## src/rtl/wash_actuator.sv

```systemverilog
// -----------------------------------------------------------------------------
// wash_actuator
//   Turns the washing-machine phase request into registered actuator drives.
//   A change of phase blanks the actuators for DEAD cycles before the new
//   phase takes effect. The door stays latched in every working phase and for
//   LOCK_HOLD cycles into Standby once the dead-time has elapsed.
//
// Parameters
//   DEAD      dead-time in cycles after any mode change
//   AG_ON     wash agitation motor-on cycles per stroke
//   RINSE_ON  rinse agitation motor-on cycles per stroke
//   AG_OFF    pause cycles between strokes (wash and rinse)
//   RAMP      spin cycles per duty increment
//   LOCK_HOLD standby cycles before the door unlocks
//
// Ports
//   clk        system clock, rising edge
//   rst        synchronous, active-high reset
//   mode [2:0] requested phase: 0 Standby, 1 Fill, 2 Rinse, 3 Wash, 4 Spin
//              (5-7 are treated as Standby)
//   valve      water inlet valve open
//   drain      drain pump on
//   motor_en   drum motor enable
//   motor_dir  drum direction, 0 CW, 1 CCW
//   spin_pwm   motor speed PWM (Spin only)
//   door_lock  door latch engaged
// -----------------------------------------------------------------------------
module wash_actuator #(
  parameter int DEAD      = 2,
  parameter int AG_ON     = 6,
  parameter int RINSE_ON  = 4,
  parameter int AG_OFF    = 2,
  parameter int RAMP      = 4,
  parameter int LOCK_HOLD = 8
) (
  input  logic       clk,
  input  logic       rst,
  input  logic [2:0] mode,
  output logic       valve,
  output logic       drain,
  output logic       motor_en,
  output logic       motor_dir,
  output logic       spin_pwm,
  output logic       door_lock
);

  typedef enum logic [2:0] {
    STANDBY = 3'd0,
    FILL    = 3'd1,
    RINSE   = 3'd2,
    WASH    = 3'd3,
    SPIN    = 3'd4
  } mode_e;

  // Terminal counts, 8 bits wide so every parameter up to 255 fits.
  localparam logic [7:0] DEAD_LOAD   = (DEAD == 0) ? 8'd0 : 8'(DEAD - 1);
  localparam logic [7:0] AG_ON_M1    = 8'(AG_ON - 1);
  localparam logic [7:0] RINSE_ON_M1 = 8'(RINSE_ON - 1);
  localparam logic [7:0] AG_OFF_M1   = 8'(AG_OFF - 1);
  localparam logic [7:0] RAMP_M1     = 8'(RAMP - 1);
  localparam logic [7:0] HOLD_LIM    = 8'(LOCK_HOLD);

  // Registered state
  mode_e      mode_q;
  logic [7:0] dead_q;   // remaining blanked edges after the current one
  logic [1:0] phase_q;  // agitation phase: 0 CW on, 1 off, 2 CCW on, 3 off
  logic [7:0] cnt_q;    // phase cycles / spin ramp cycles / standby hold cycles
  logic [3:0] duty_q;
  logic [3:0] pwm_q;
  logic       armed_q;  // Standby was entered from a working phase

  // Next-state and next-output values
  mode_e      mode_n;
  logic       change;
  logic       active;
  logic       armed_c;
  logic [1:0] phase_c, phase_n;
  logic [7:0] cnt_c, cnt_n;
  logic [3:0] duty_c, duty_n;
  logic [3:0] pwm_c, pwm_n;
  logic [7:0] dead_n;
  logic [7:0] on_m1, phase_m1;
  logic       valve_d, drain_d, motor_en_d, motor_dir_d, spin_pwm_d, door_lock_d;

  // NOTE: every signal written here gets a default first so no path through
  // the case statements leaves it unassigned and infers a latch.
  always_comb begin
    mode_n  = (mode > 3'd4) ? STANDBY : mode_e'(mode);
    change  = (mode_n != mode_q);

    // On a change every sequence restarts from its first position, so the
    // first active edge of the new mode always emits the opening cycle.
    phase_c = change ? 2'd0 : phase_q;
    cnt_c   = change ? 8'd0 : cnt_q;
    duty_c  = change ? 4'd0 : duty_q;
    pwm_c   = change ? 4'd0 : pwm_q;
    armed_c = change ? (mode_q != STANDBY) : armed_q;

    // The change edge itself is the first blanked edge (unless DEAD is 0).
    active  = change ? (DEAD == 0) : (dead_q == 8'd0);
    if (change)               dead_n = DEAD_LOAD;
    else if (dead_q != 8'd0)  dead_n = dead_q - 8'd1;
    else                      dead_n = 8'd0;

    phase_n     = phase_c;
    cnt_n       = cnt_c;
    duty_n      = duty_c;
    pwm_n       = pwm_c;
    on_m1       = (mode_n == WASH) ? AG_ON_M1 : RINSE_ON_M1;
    phase_m1    = phase_c[0] ? AG_OFF_M1 : on_m1;
    valve_d     = 1'b0;
    drain_d     = 1'b0;
    motor_en_d  = 1'b0;
    motor_dir_d = 1'b0;
    spin_pwm_d  = 1'b0;

    // Locked in any working phase; in Standby only while the hold runs. The
    // hold counts from the first post-dead-time edge, so the blanked edges
    // stay locked as well.
    door_lock_d = (mode_n != STANDBY) ||
                  (armed_c && (!active || (cnt_c < HOLD_LIM)));

    if (active) begin
      case (mode_n)
        FILL: valve_d = 1'b1;

        WASH, RINSE: begin
          motor_en_d  = ~phase_c[0];
          motor_dir_d = (phase_c == 2'd2);
          if (cnt_c == phase_m1) begin
            cnt_n   = 8'd0;
            phase_n = phase_c + 2'd1;
          end else begin
            cnt_n   = cnt_c + 8'd1;
          end
        end

        SPIN: begin
          drain_d    = 1'b1;
          motor_en_d = 1'b1;
          spin_pwm_d = (pwm_c < duty_c);
          pwm_n      = pwm_c + 4'd1;
          if (cnt_c == RAMP_M1) begin
            cnt_n = 8'd0;
            if (duty_c != 4'hF) duty_n = duty_c + 4'd1;
          end else begin
            cnt_n = cnt_c + 8'd1;
          end
        end

        STANDBY: begin
          if (cnt_c < HOLD_LIM) cnt_n = cnt_c + 8'd1;
        end

        default: ;
      endcase
    end
  end

  // NOTE: sequential state uses non-blocking assignments so every register
  // samples the pre-edge values regardless of statement order.
  always_ff @(posedge clk) begin
    if (rst) begin
      mode_q    <= STANDBY;
      dead_q    <= 8'd0;
      phase_q   <= 2'd0;
      cnt_q     <= 8'd0;
      duty_q    <= 4'd0;
      pwm_q     <= 4'd0;
      armed_q   <= 1'b0;
      valve     <= 1'b0;
      drain     <= 1'b0;
      motor_en  <= 1'b0;
      motor_dir <= 1'b0;
      spin_pwm  <= 1'b0;
      door_lock <= 1'b0;
    end else begin
      mode_q    <= mode_n;
      dead_q    <= dead_n;
      phase_q   <= phase_n;
      cnt_q     <= cnt_n;
      duty_q    <= duty_n;
      pwm_q     <= pwm_n;
      armed_q   <= armed_c;
      valve     <= valve_d;
      drain     <= drain_d;
      motor_en  <= motor_en_d;
      motor_dir <= motor_dir_d;
      spin_pwm  <= spin_pwm_d;
      door_lock <= door_lock_d;
    end
  end

endmodule
```

## config.mk

```make
export PLATFORM = sky130hd
export DESIGN_NAME = wash_actuator
export DESIGN_NICKNAME = d
export VERILOG_FILES = /design/src/rtl/wash_actuator.sv
export SDC_FILE = /design/constraint.sdc
export NUM_CORES = 1
export LEC_CHECK = 0
export ABC_AREA = 1
export CORE_MARGIN = 3
export CORE_UTILIZATION = 60
export DETAILED_ROUTE_END_ITERATION = 16
export GPL_TIMING_DRIVEN = 0
export PLACE_DENSITY = 0.8
export SLEW_MARGIN = 40
export SYNTH_ARGS = -nofsm -noshare
export SYNTH_HDL_FRONTEND = slang
export SYNTH_SLANG_ARGS = --single-unit
```

## constraint.sdc

```tcl
create_clock -name clk -period 3.4 [get_ports clk]
set_clock_uncertainty 0.2 [all_clocks]
set_input_delay 0.68 -clock clk [delete_from_list [all_inputs] [get_ports clk]]
set_output_delay 0.68 -clock clk [all_outputs]
set_load 0.005 [all_outputs]
```

==> impl_metrics.env, run 1 <==
export IMPL_grt_pass1_wl_mm=8.24
export IMPL_vdd_drop_max_mv=0.325
export IMPL_grt_pass1_vias=1860
export IMPL_initialDrtViolationCount=177
export IMPL_vias_per_cell=5.45
export IMPL_cts_resized=0
export IMPL_fp_dieW_um=66.9
export IMPL_final_nets=357
export IMPL_r2r_start="mode_q[2]"
export IMPL_place_congestion=0.980
export IMPL_end_kind="register"
export IMPL_dp_cells=383
export IMPL_drive_above_1_share=0.125
export IMPL_dieHeight_um=66.9
export IMPL_cts_tree="done"
export IMPL_synth_cell_types=32
export IMPL_hp_class="register to register"
export IMPL_worstPathArrival_ns=3.16
export IMPL_total_leakage_power_nw=1.08
export IMPL_cp_required_ns=3.40
export IMPL_fin_ws_ns=0.245
export IMPL_met2WireLength_mm=2.29
export IMPL_numCtsBuffers=5
export IMPL_yosysMostFrequentCell="nand2_1"
export IMPL_io_buffers=10
export IMPL_antenna_found_initial=0
export IMPL_die_area_mm2=0.00447
export IMPL_wl_per_cell_um=12.8
export IMPL_place_area_mm2=0.00238
export IMPL_dpl_hpwl_mm=3.76
export IMPL_coreArea_mm2=0.00344
export IMPL_synthTopCellsByCount="nand2_1, inv_1, nor2_1, dfxtp_1, nand3_1"
export IMPL_r2r_end="spin_pwm"
export IMPL_syn_cell_area_mm2=0.00222
export IMPL_ios=11
export IMPL_clock_path_buffers=2
export IMPL_cts_hold_buffers=0
export IMPL_hold_viol=0
export IMPL_drv_slew=0
export IMPL_ys_ff_latch=36
export IMPL_postSynthAreaPerCell_um2=6.80
export IMPL_async_flop_share=0
export IMPL_max_freq_mhz=317
export IMPL_cp_start_kind="primary input"
export IMPL_clkTransAtPathRegs_ns=0.07
export IMPL_power_density_mw_per_mm2=387
export IMPL_ys_flop_type="dfxtp_1"
export IMPL_outcome="finished, final reports clean"
export IMPL_yosys_warnings=0
export IMPL_finalNonFillerCells=391
export IMPL_synthTopCellsByArea="dfxtp_1, nand2_1, inv_1, nor2_1, nand3_1"
export IMPL_rr_worst_depth=13
export IMPL_maxSlewHeadroom=0.622
export IMPL_yosysTopAreaCell="dfxtp_1"
export IMPL_drt_total_wl_mm=5.01
export IMPL_clock_latency_ns=0.29
export IMPL_ctsHtreeMaxLevel=2
export IMPL_wl_met1_mm=2.36
export IMPL_postRouteAntennaNets=0
export IMPL_synthCells=327
export IMPL_cts_root_buf="clkbuf_8"
export IMPL_drcViolationCount=0
export IMPL_rsz0062_at_grt="false"
export IMPL_synth_nets=340
export IMPL_dp_slack_ns=-0.0301
export IMPL_first_pass_iters=6
export IMPL_critPathMaxFanout=10
export IMPL_tightest_slew_ns=0.567
export IMPL_clock_sinks=36
export IMPL_grt_max_degree=11
export IMPL_yosysSeqAreaShare=0.324
export IMPL_maxCapViolCount=0
export IMPL_cts_setup_buffers=0
export IMPL_track_usage=0.246
export IMPL_start_util=0.646
export IMPL_finalInstanceArea_mm2=0.00247
export IMPL_crit_type="primary input to register"
export IMPL_hold_start="cnt_q[3]"
export IMPL_min_period_over_period=0.928
export IMPL_top_layer_used="met4"
export IMPL_hold_path_depth=2
export IMPL_num_vias=2130
export IMPL_synth_edf_count=0
export IMPL_min_to="cnt_q[3]"
export IMPL_r2r_slack_ns=1.07
export IMPL_final_setup_viol_count=0
export IMPL_row_count=21
export IMPL_synth_top_cell_area_share=0.324
export IMPL_area_delta_synth_final_pct=11.1
export IMPL_diodes=0
export IMPL_p_total_mw=0.955
export IMPL_dr_wl_met3_um=281
export IMPL_overflow=0
export IMPL_period_needed_ns=3.15
-- power by group --
part           internal (mW)  switching (mW)  total [mW]
logic                 0.0649           0.131       0.196
registers              0.438         0.00958       0.448
clock network          0.165           0.146       0.311
total                  0.668           0.286       0.955
-- kinds of logic (layout without fill, tap and decap cells) --
family | after synthesis | after routing | share of synthesized area
simple gates | 169 | 169 | 0.383
compound gates | 56 | 56 | 0.137
buf+inv | 54 | 72 | 0.0952
flops | 36 | 36 | 0.324
fa+ha+maj | 8 | 8 | 0.0450
xor+xnor | 4 | 4 | 0.0158
-- worst max path at each step --
| stage | depth (start not counted) | slack [ns] | from | end |
|---|---|---|---|---|
| after floorplan | 14 | 0.80 | mode[0] | spin_pwm |
| after global placement | 15 | 0.003 | mode[0] | spin_pwm |
| after detailed placement | 15 | -0.03 | mode[1] | spin_pwm |
| after CTS | 15 | 0.26 | mode[0] | spin_pwm |
| after global routing | 15 | 0.13 | mode[1] | spin_pwm |
| final | 15 | 0.25 | mode[0] | spin_pwm |
-- state kept, by name, summed over array words and instances (netlist names) --
| name | cells |
|---|---|
| cnt_q | 8 |
| motor_dir | 1 |
| motor_en | 1 |
| drain | 1 |
| door_lock | 1 |
| dead_q | 8 |
| spin_pwm | 1 |
| mode_q | 3 |
| duty_q | 4 |
| phase_q | 2 |
| armed_q | 1 |
| valve | 1 |
| pwm_q | 4 |
-- cell usage in the layout, fill, tap and decap left out, types with 2 or more instances in the layout --
cell type        instances
clkbuf_1                 3
a21oi_1                 18
nor2_2                   2
nand3_1                 27
nand4_1                  7
ha_1                     8
inv_1                   44
dfxtp_1                 36
nor2_1                  42
nor3_1                   4
xnor2_1                  3
o21ai_1                 11
nor2_8                   2
clkdlybuf4s50_1         10
inv_2                    7
nand2_2                 11
a31oi_1                  2
o21ai_0                 17
o211ai_1                 4
clkbuf_8                 6
nor2_4                   6
o21a_1                   2
nand2_4                  3
nand2_1                 60
-- per-stage QoR --
stage	TNS (ns)	hold slack, ns	utilization
6_report	0	0.283	0.718
5_1_grt	0	0.304	0.718
3_3_place_gp	0	0.264	0.691
3_5_place_dp	-0.0301	0.270	0.691
4_1_cts	0	0.281	0.718
2_1_floorplan	0	0.244	-
-- routing by layer --
| metal | track usage | vias up |
|---|---|---|
| met3 | 0.0489 | 11 |
| met5 | 0 | - |
| met4 | 0.0861 | 0 |
| met2 | 0.410 | 55 |
| li1 | - | 1092 |
| met1 | 0.314 | 972 |
-- critical path, stage by stage --
cell and delay, ns:
clkdlybuf4s50_1 0.50, nor2_2 0.18, nand2_2 0.16, nand2_2 0.11
nand2_2 0.09, nor2_8 0.13, nand2_4 0.12, buf_2 0.22
nor2_1 0.14, inv_1 0.07, ha_1 0.27, o21a_1 0.10
o21ai_1 0.12, nand2_1 0.07, a211oi_1 0.18
-- layout make-up --
| type | instances | area [um2] |
|---|---|---|
| fillers | 310 | 972 |
| clock buffers | 8 | 90.1 |
| well taps | 46 | 57.6 |
| repair buffers | 10 | 100 |
| flip-flops and latches | 36 | 721 |
| plain buffers | 3 | 20.0 |
| inverters | 51 | 191 |
| multi-input cells | 237 | 1290 |
Power figures use the tool's default switching activity.
==> inputs of run 2 (changes only) <==
--- a/config.mk
+++ b/config.mk
@@ -6,11 +6,15 @@
 export NUM_CORES = 1
 export LEC_CHECK = 0
 export ABC_AREA = 1
+export CELL_PAD_IN_SITES_DETAIL_PLACEMENT = 1
+export CELL_PAD_IN_SITES_GLOBAL_PLACEMENT = 1
 export CORE_MARGIN = 3
-export CORE_UTILIZATION = 60
+export CORE_UTILIZATION = 43
+export CTS_CLUSTER_DIAMETER = 50
 export DETAILED_ROUTE_END_ITERATION = 16
 export GPL_TIMING_DRIVEN = 0
-export PLACE_DENSITY = 0.8
+export MAX_ROUTING_LAYER = met4
+export PLACE_DENSITY = 0.79
 export SLEW_MARGIN = 40
 export SYNTH_ARGS = -nofsm -noshare
 export SYNTH_HDL_FRONTEND = slang
==> run 2 against run 1 <==
  * Sequential power is essentially flat
  * Non-clock buffer count is the same
  * Register-to-register slack lost 0.06 ns
  * Sequential share of layout area shrank 0.42 points
  * Power grew 0.84%
  * Critical path depth shrank 2
  * First-iteration DRC count shrank 45%
  * Routed wire length grew 19%
  * Final cell count grew 5.4%
  * Fmax shrank 1.9%
  * Die area grew 36%
==> impl_metrics.env, run 2 (same netlist as run 1, synthesis figures left out) <==
export IMPL_power_switching_mw=0.294
export IMPL_first_pass_iters=4
export IMPL_grt_max_degree=11
export IMPL_p_total_mw=0.963
export IMPL_drt_total_wl_mm=5.96
export IMPL_place_area_mm2=0.00241
export IMPL_cp_slowest_stage_delay_ns=0.51
export IMPL_internal_power_mw=0.668
export IMPL_total_leakage_power_nw=1.11
export IMPL_max_freq_mhz=311
export IMPL_area_delta_synth_final_pct=12.8
export IMPL_antenna_found_initial=0
export IMPL_overflow=0
export IMPL_end_kind="register"
export IMPL_vias_per_cell=5.20
export IMPL_crit_type="primary input to register"
export IMPL_cts_resized=0
export IMPL_cts_setup_buffers=0
export IMPL_num_vias=2144
export IMPL_grt_pass1_vias=2191
export IMPL_p_comb_frac=0.205
export IMPL_row_count=25
export IMPL_final_cell_mix="nand2_1, inv_1, nor2_1"
export IMPL_numCtsBuffers=5
export IMPL_power_density_mw_per_mm2=384
export IMPL_cp_required_ns=3.41
export IMPL_hold_path_depth=2
export IMPL_drive_above_1_share=0.125
export IMPL_fin_ws_ns=0.184
export IMPL_clock_sinks=36
export IMPL_worstPathArrival_ns=3.22
export IMPL_maxSlewHeadroom=0.634
export IMPL_dp_slack_ns=-0.123
export IMPL_start_util=0.458
export IMPL_seqPwrFrac=0.465
export IMPL_layout_commonest_cell="nand2_1"
export IMPL_clkTransAtPathRegs_ns=0.07
export IMPL_tightest_slew_ns=0.549
export IMPL_final_nets=357
export IMPL_vdd_drop_max_mv=0.197
export IMPL_clock_path_buffers=2
export IMPL_postRouteAntennaNets=0
export IMPL_initialDrtViolationCount=97
export IMPL_period_needed_ns=3.22
export IMPL_cpMaxStageDelayCell="clkdlybuf4s50_1"
export IMPL_ios=11
export IMPL_hp_class="register to register"
export IMPL_coreArea_mm2=0.00485
export IMPL_cts_root_buf="clkbuf_8"
export IMPL_outcome="finished, final reports clean"
export IMPL_rr_worst_depth=13
export IMPL_place_congestion=0.882
export IMPL_grt_pass1_wl_mm=10.3
export IMPL_maxCapViolCount=0
export IMPL_r2r_slack_ns=1.01
export IMPL_diodes=0
export IMPL_track_usage=0.221
export IMPL_hold_viol=0
export IMPL_p_sw_frac=0.306
export IMPL_clock_power_share=0.329
export IMPL_min_period_over_period=0.946
export IMPL_largestRegisters="cnt_q x8, dead_q x8"
export IMPL_cts_tree="done"
export IMPL_cts_hold_buffers=0
export IMPL_clock_latency_ns=0.29
export IMPL_wl_per_cell_um=14.5
export IMPL_fp_dieW_um=77.9
export IMPL_drcViolationCount=0
export IMPL_drv_slew=0
export IMPL_critPathMaxFanout=10
export IMPL_dpl_hpwl_mm=4.62
export IMPL_dieHeight_um=77.9
export IMPL_finalInstanceArea_mm2=0.00251
export IMPL_io_buffers=10
export IMPL_die_area_mm2=0.00607
export IMPL_critical_path_cell_chain="clkdlybuf4s50_1 -> o21ai_1 -> nand2_2 -> nand2_1 -> nand2_2 -> nand2_4 -> buf_2 -> nor2_1 -> ha_1 -> o21a_1 -> o21ai_1 -> nand2_1 -> a211oi_1"
export IMPL_final_setup_viol_count=0
export IMPL_cp_start_kind="primary input"
export IMPL_ctsHtreeMaxLevel=2
-- run 2: cell types whose count changed in the layout (fill, tap and decap cells not counted), sizes merged --
cell,delta
clkdlybuf4s50,-2
dlymetal6s2s,+2
-- run 2: per-stage QoR --
step	std cells	setup TNS, ns	util	hold WS, ns
floorplan	327	0	-	0.244
global placement	404	-0.0636	0.496	0.259
detailed placement	404	-0.123	0.496	0.274
CTS	412	0	0.515	0.285
global route	412	-0.0390	0.517	0.306
finish	412	0	0.517	0.282
-- run 2: layout make-up --
type	count	area, um2
Buffer	3	20.0
Clock buffer	8	90.1
Fill cell	668	2340
Inverter	51	191
Multi-Input combinational cell	237	1290
Sequential cell	36	721
Tap cell	67	83.8
Timing Repair Buffer	10	105
-- run 2: metal layers --
| layer | up-vias | part of all wire | track usage |
|---|---|---|---|
| met1 | 1018 | 0.47 | 0.277 |
| li1 | 1091 | - | - |
| met2 | 26 | 0.49 | 0.357 |
| met4 | 0 | 0.021 | 0.0872 |
| met3 | 9 | 0.026 | 0.0348 |
| met5 | - | 0 | - |
-- run 2: power groups by stage --
stage / clock, mW / sequential (mW) / combinational, mW
after global routing: 0.352 / 0.450 / 0.222
after floorplan: 0 / 0.456 / 0.143
after CTS: 0.328 / 0.448 / 0.198
after detailed placement: 0 / 0.458 / 0.197
after global placement: 0 / 0.457 / 0.195
final: 0.317 / 0.448 / 0.197
-- run 2: path summary, 6_finish.rpt --
path              end      start
max          spin_pwm    mode[0]
min          cnt_q[3]   cnt_q[3]
max reg2reg  spin_pwm  mode_q[2]
min reg2reg  cnt_q[3]   cnt_q[3]
-- run 2: critical path: cells and delay by family --
family,cells,cell delay (ns)
adder cells (fa/ha/maj),1,0.30
buffers and inverters,2,0.78
AND/OR/NAND/NOR,6,0.72
AO/OA/AOI/OAI,4,0.73
==> inputs of run 3 (changes only) <==
--- a/config.mk
+++ b/config.mk
@@ -8,7 +8,6 @@
 export ABC_AREA = 1
 export CELL_PAD_IN_SITES_DETAIL_PLACEMENT = 1
 export CELL_PAD_IN_SITES_GLOBAL_PLACEMENT = 1
-export CORE_MARGIN = 3
 export CORE_UTILIZATION = 43
 export CTS_CLUSTER_DIAMETER = 50
 export DETAILED_ROUTE_END_ITERATION = 16
==> run 3 against run 2 <==
  * Sequential power barely moved
  * Utilization rose by 0.31 points
  * Clock-buffer cell count fell by 2
  * Routed wire length rose by 1.3%
==> impl_metrics.env, run 3 (same netlist as run 1, synthesis figures left out) <==
export IMPL_dpl_hpwl_mm=4.60
export IMPL_clock_latency_ns=0.29
export IMPL_dieHeight_um=73.9
export IMPL_die_area_mm2=0.00546
export IMPL_area_delta_synth_final_pct=13.5
export IMPL_drcViolationCount=0
export IMPL_coreArea_mm2=0.00485
export IMPL_critPathMaxFanout=10
export IMPL_final_nets=357
export IMPL_grt_pass1_wl_mm=10.2
export IMPL_cp_start_kind="primary input"
export IMPL_crit_type="primary input to register"
export IMPL_clock_path_buffers=2
export IMPL_numCtsBuffers=5
export IMPL_initialDrtViolationCount=141
export IMPL_row_count=25
export IMPL_vias_per_cell=5.26
export IMPL_clock_sinks=36
export IMPL_clkTransAtPathRegs_ns=0.08
export IMPL_overflow=0
export IMPL_postRouteAntennaNets=0
export IMPL_io_buffers=10
export IMPL_critPathTopFamily="simple AND/OR/NAND/NOR gates"
export IMPL_finalInstanceArea_mm2=0.00252
export IMPL_antenna_found_initial=0
export IMPL_period_needed_ns=3.21
export IMPL_hold_viol=0
export IMPL_cts_tree="done"
export IMPL_critical_path_cell_chain="clkdlybuf4s50_1 -> nor2_2 -> nand2_4 -> nand2_2 -> nand2_2 -> nor2_8 -> nand2_4 -> buf_2 -> nor2_1 -> inv_1 -> ha_1 -> o21a_1 -> o21ai_1 -> nand2_1 -> a211oi_1"
export IMPL_maxSlewHeadroom=0.626
export IMPL_rsz0062_at_grt="false"
export IMPL_place_congestion=0.865
export IMPL_grt_pass1_vias=2239
export IMPL_end_kind="register"
export IMPL_layout_commonest_cell="nand2_1"
export IMPL_grt_max_degree=12
export IMPL_tightest_slew_ns=0.561
export IMPL_cts_root_buf="clkbuf_8"
export IMPL_largestRegisters="cnt_q x8, dead_q x8"
export IMPL_track_usage=0.254
export IMPL_vdd_drop_max_mv=0.198
export IMPL_final_setup_viol_count=0
export IMPL_drv_slew=0
export IMPL_cp_slowest_stage_delay_ns=0.49
export IMPL_maxCapViolCount=0
export IMPL_cp_required_ns=3.40
export IMPL_ctsHtreeMaxLevel=2
export IMPL_cts_hold_buffers=0
export IMPL_finalNonFillerCells=412
export IMPL_outcome="finished, final reports clean"
export IMPL_min_period_over_period=0.943
export IMPL_drive_above_1_share=0.128
export IMPL_first_pass_iters=4
export IMPL_cpMaxStageDelayCell="clkdlybuf4s50_1"
export IMPL_start_util=0.458
export IMPL_diodes=0
export IMPL_wl_per_cell_um=14.7
export IMPL_max_freq_mhz=312
export IMPL_power_density_mw_per_mm2=406
export IMPL_final_cell_mix="nand2_1, inv_1, nor2_1"
export IMPL_cp_buffers_inverters=3
export IMPL_place_area_mm2=0.00241
export IMPL_fp_dieW_um=73.9
export IMPL_ios=11
export IMPL_dp_cells=404
export IMPL_worstPathArrival_ns=3.21
export IMPL_num_vias=2168
export IMPL_hp_class="register to register"
export IMPL_fin_util=0.520
export IMPL_drt_total_wl_mm=6.04
export IMPL_total_leakage_power_nw=1.11
## run 3: cell types whose count changed in the layout (fill, tap and decap cells not counted), sizes merged
cell,before,now
clkdlybuf4s50,8,9
clkinv,0,1
dlymetal6s2s,2,1
bufinv,0,1
clkbuf,9,7
## run 3: repair_timing
item,4_1_cts,5_1_grt
setup endpoints to repair,0,1
buffers inserted,0,0
resized for setup,0,2
## run 3: layout make-up
| type | instances | area [um2] |
|---|---|---|
| multi-input cells | 237 | 1290 |
| flip-flops and latches | 36 | 721 |
| fillers | 660 | 2330 |
| inverters | 51 | 191 |
| well taps | 67 | 83.8 |
| plain buffers | 3 | 20.0 |
| clock inverters | 2 | 35.0 |
| repair buffers | 10 | 103 |
| clock buffers | 6 | 72.6 |
## run 3: final timing paths
path,startpoint,to,slack [ns],depth (start not counted)
worst min register to register,cnt_q[3],cnt_q[3],0.28,2
worst max register to register,mode_q[1],spin_pwm,1.00,14
worst max-delay path,mode[0],spin_pwm,0.19,15
worst min-delay path,cnt_q[3],cnt_q[3],0.28,2
## run 3: power by group
part	switching [mW]	internal [mW]
sequential	0.0101	0.438
combinational	0.134	0.0651
clock	0.159	0.218
## run 3: routing by layer
metal	vias up	share of wire	global-route usage
met5	-	0	-
met4	0	0.012	0.0769
met3	7	0.037	0.0343
met2	30	0.49	0.434
met1	1036	0.46	0.311
li1	1095	-	-
## run 3: metrics by stage
step / worst slack (ns) / hold WS [ns] / power [mW] / setup TNS (ns)
2_1_floorplan: 0.799 / 0.244 / 0.599 / 0
3_3_place_gp: -0.0678 / 0.259 / 0.652 / -0.0678
3_5_place_dp: -0.140 / 0.269 / 0.657 / -0.140
4_1_cts: 0.155 / 0.280 / 1.03 / 0
5_1_grt: 0.00547 / 0.303 / 1.07 / 0
6_report: 0.194 / 0.278 / 1.02 / 0
## run 3: worst register-to-register path: stages, from the launching register on
cell,delay (ns)
dfxtp_1,0.31
inv_1,0.06
nand2_1,0.05
nand2_1,0.10
inv_2,0.07
nor2_8,0.14
nand2_4,0.12
buf_2,0.22
nor2_1,0.15
inv_1,0.08
ha_1,0.27
o21a_1,0.11
o21ai_1,0.15
nand2_1,0.08
a211oi_1,0.21
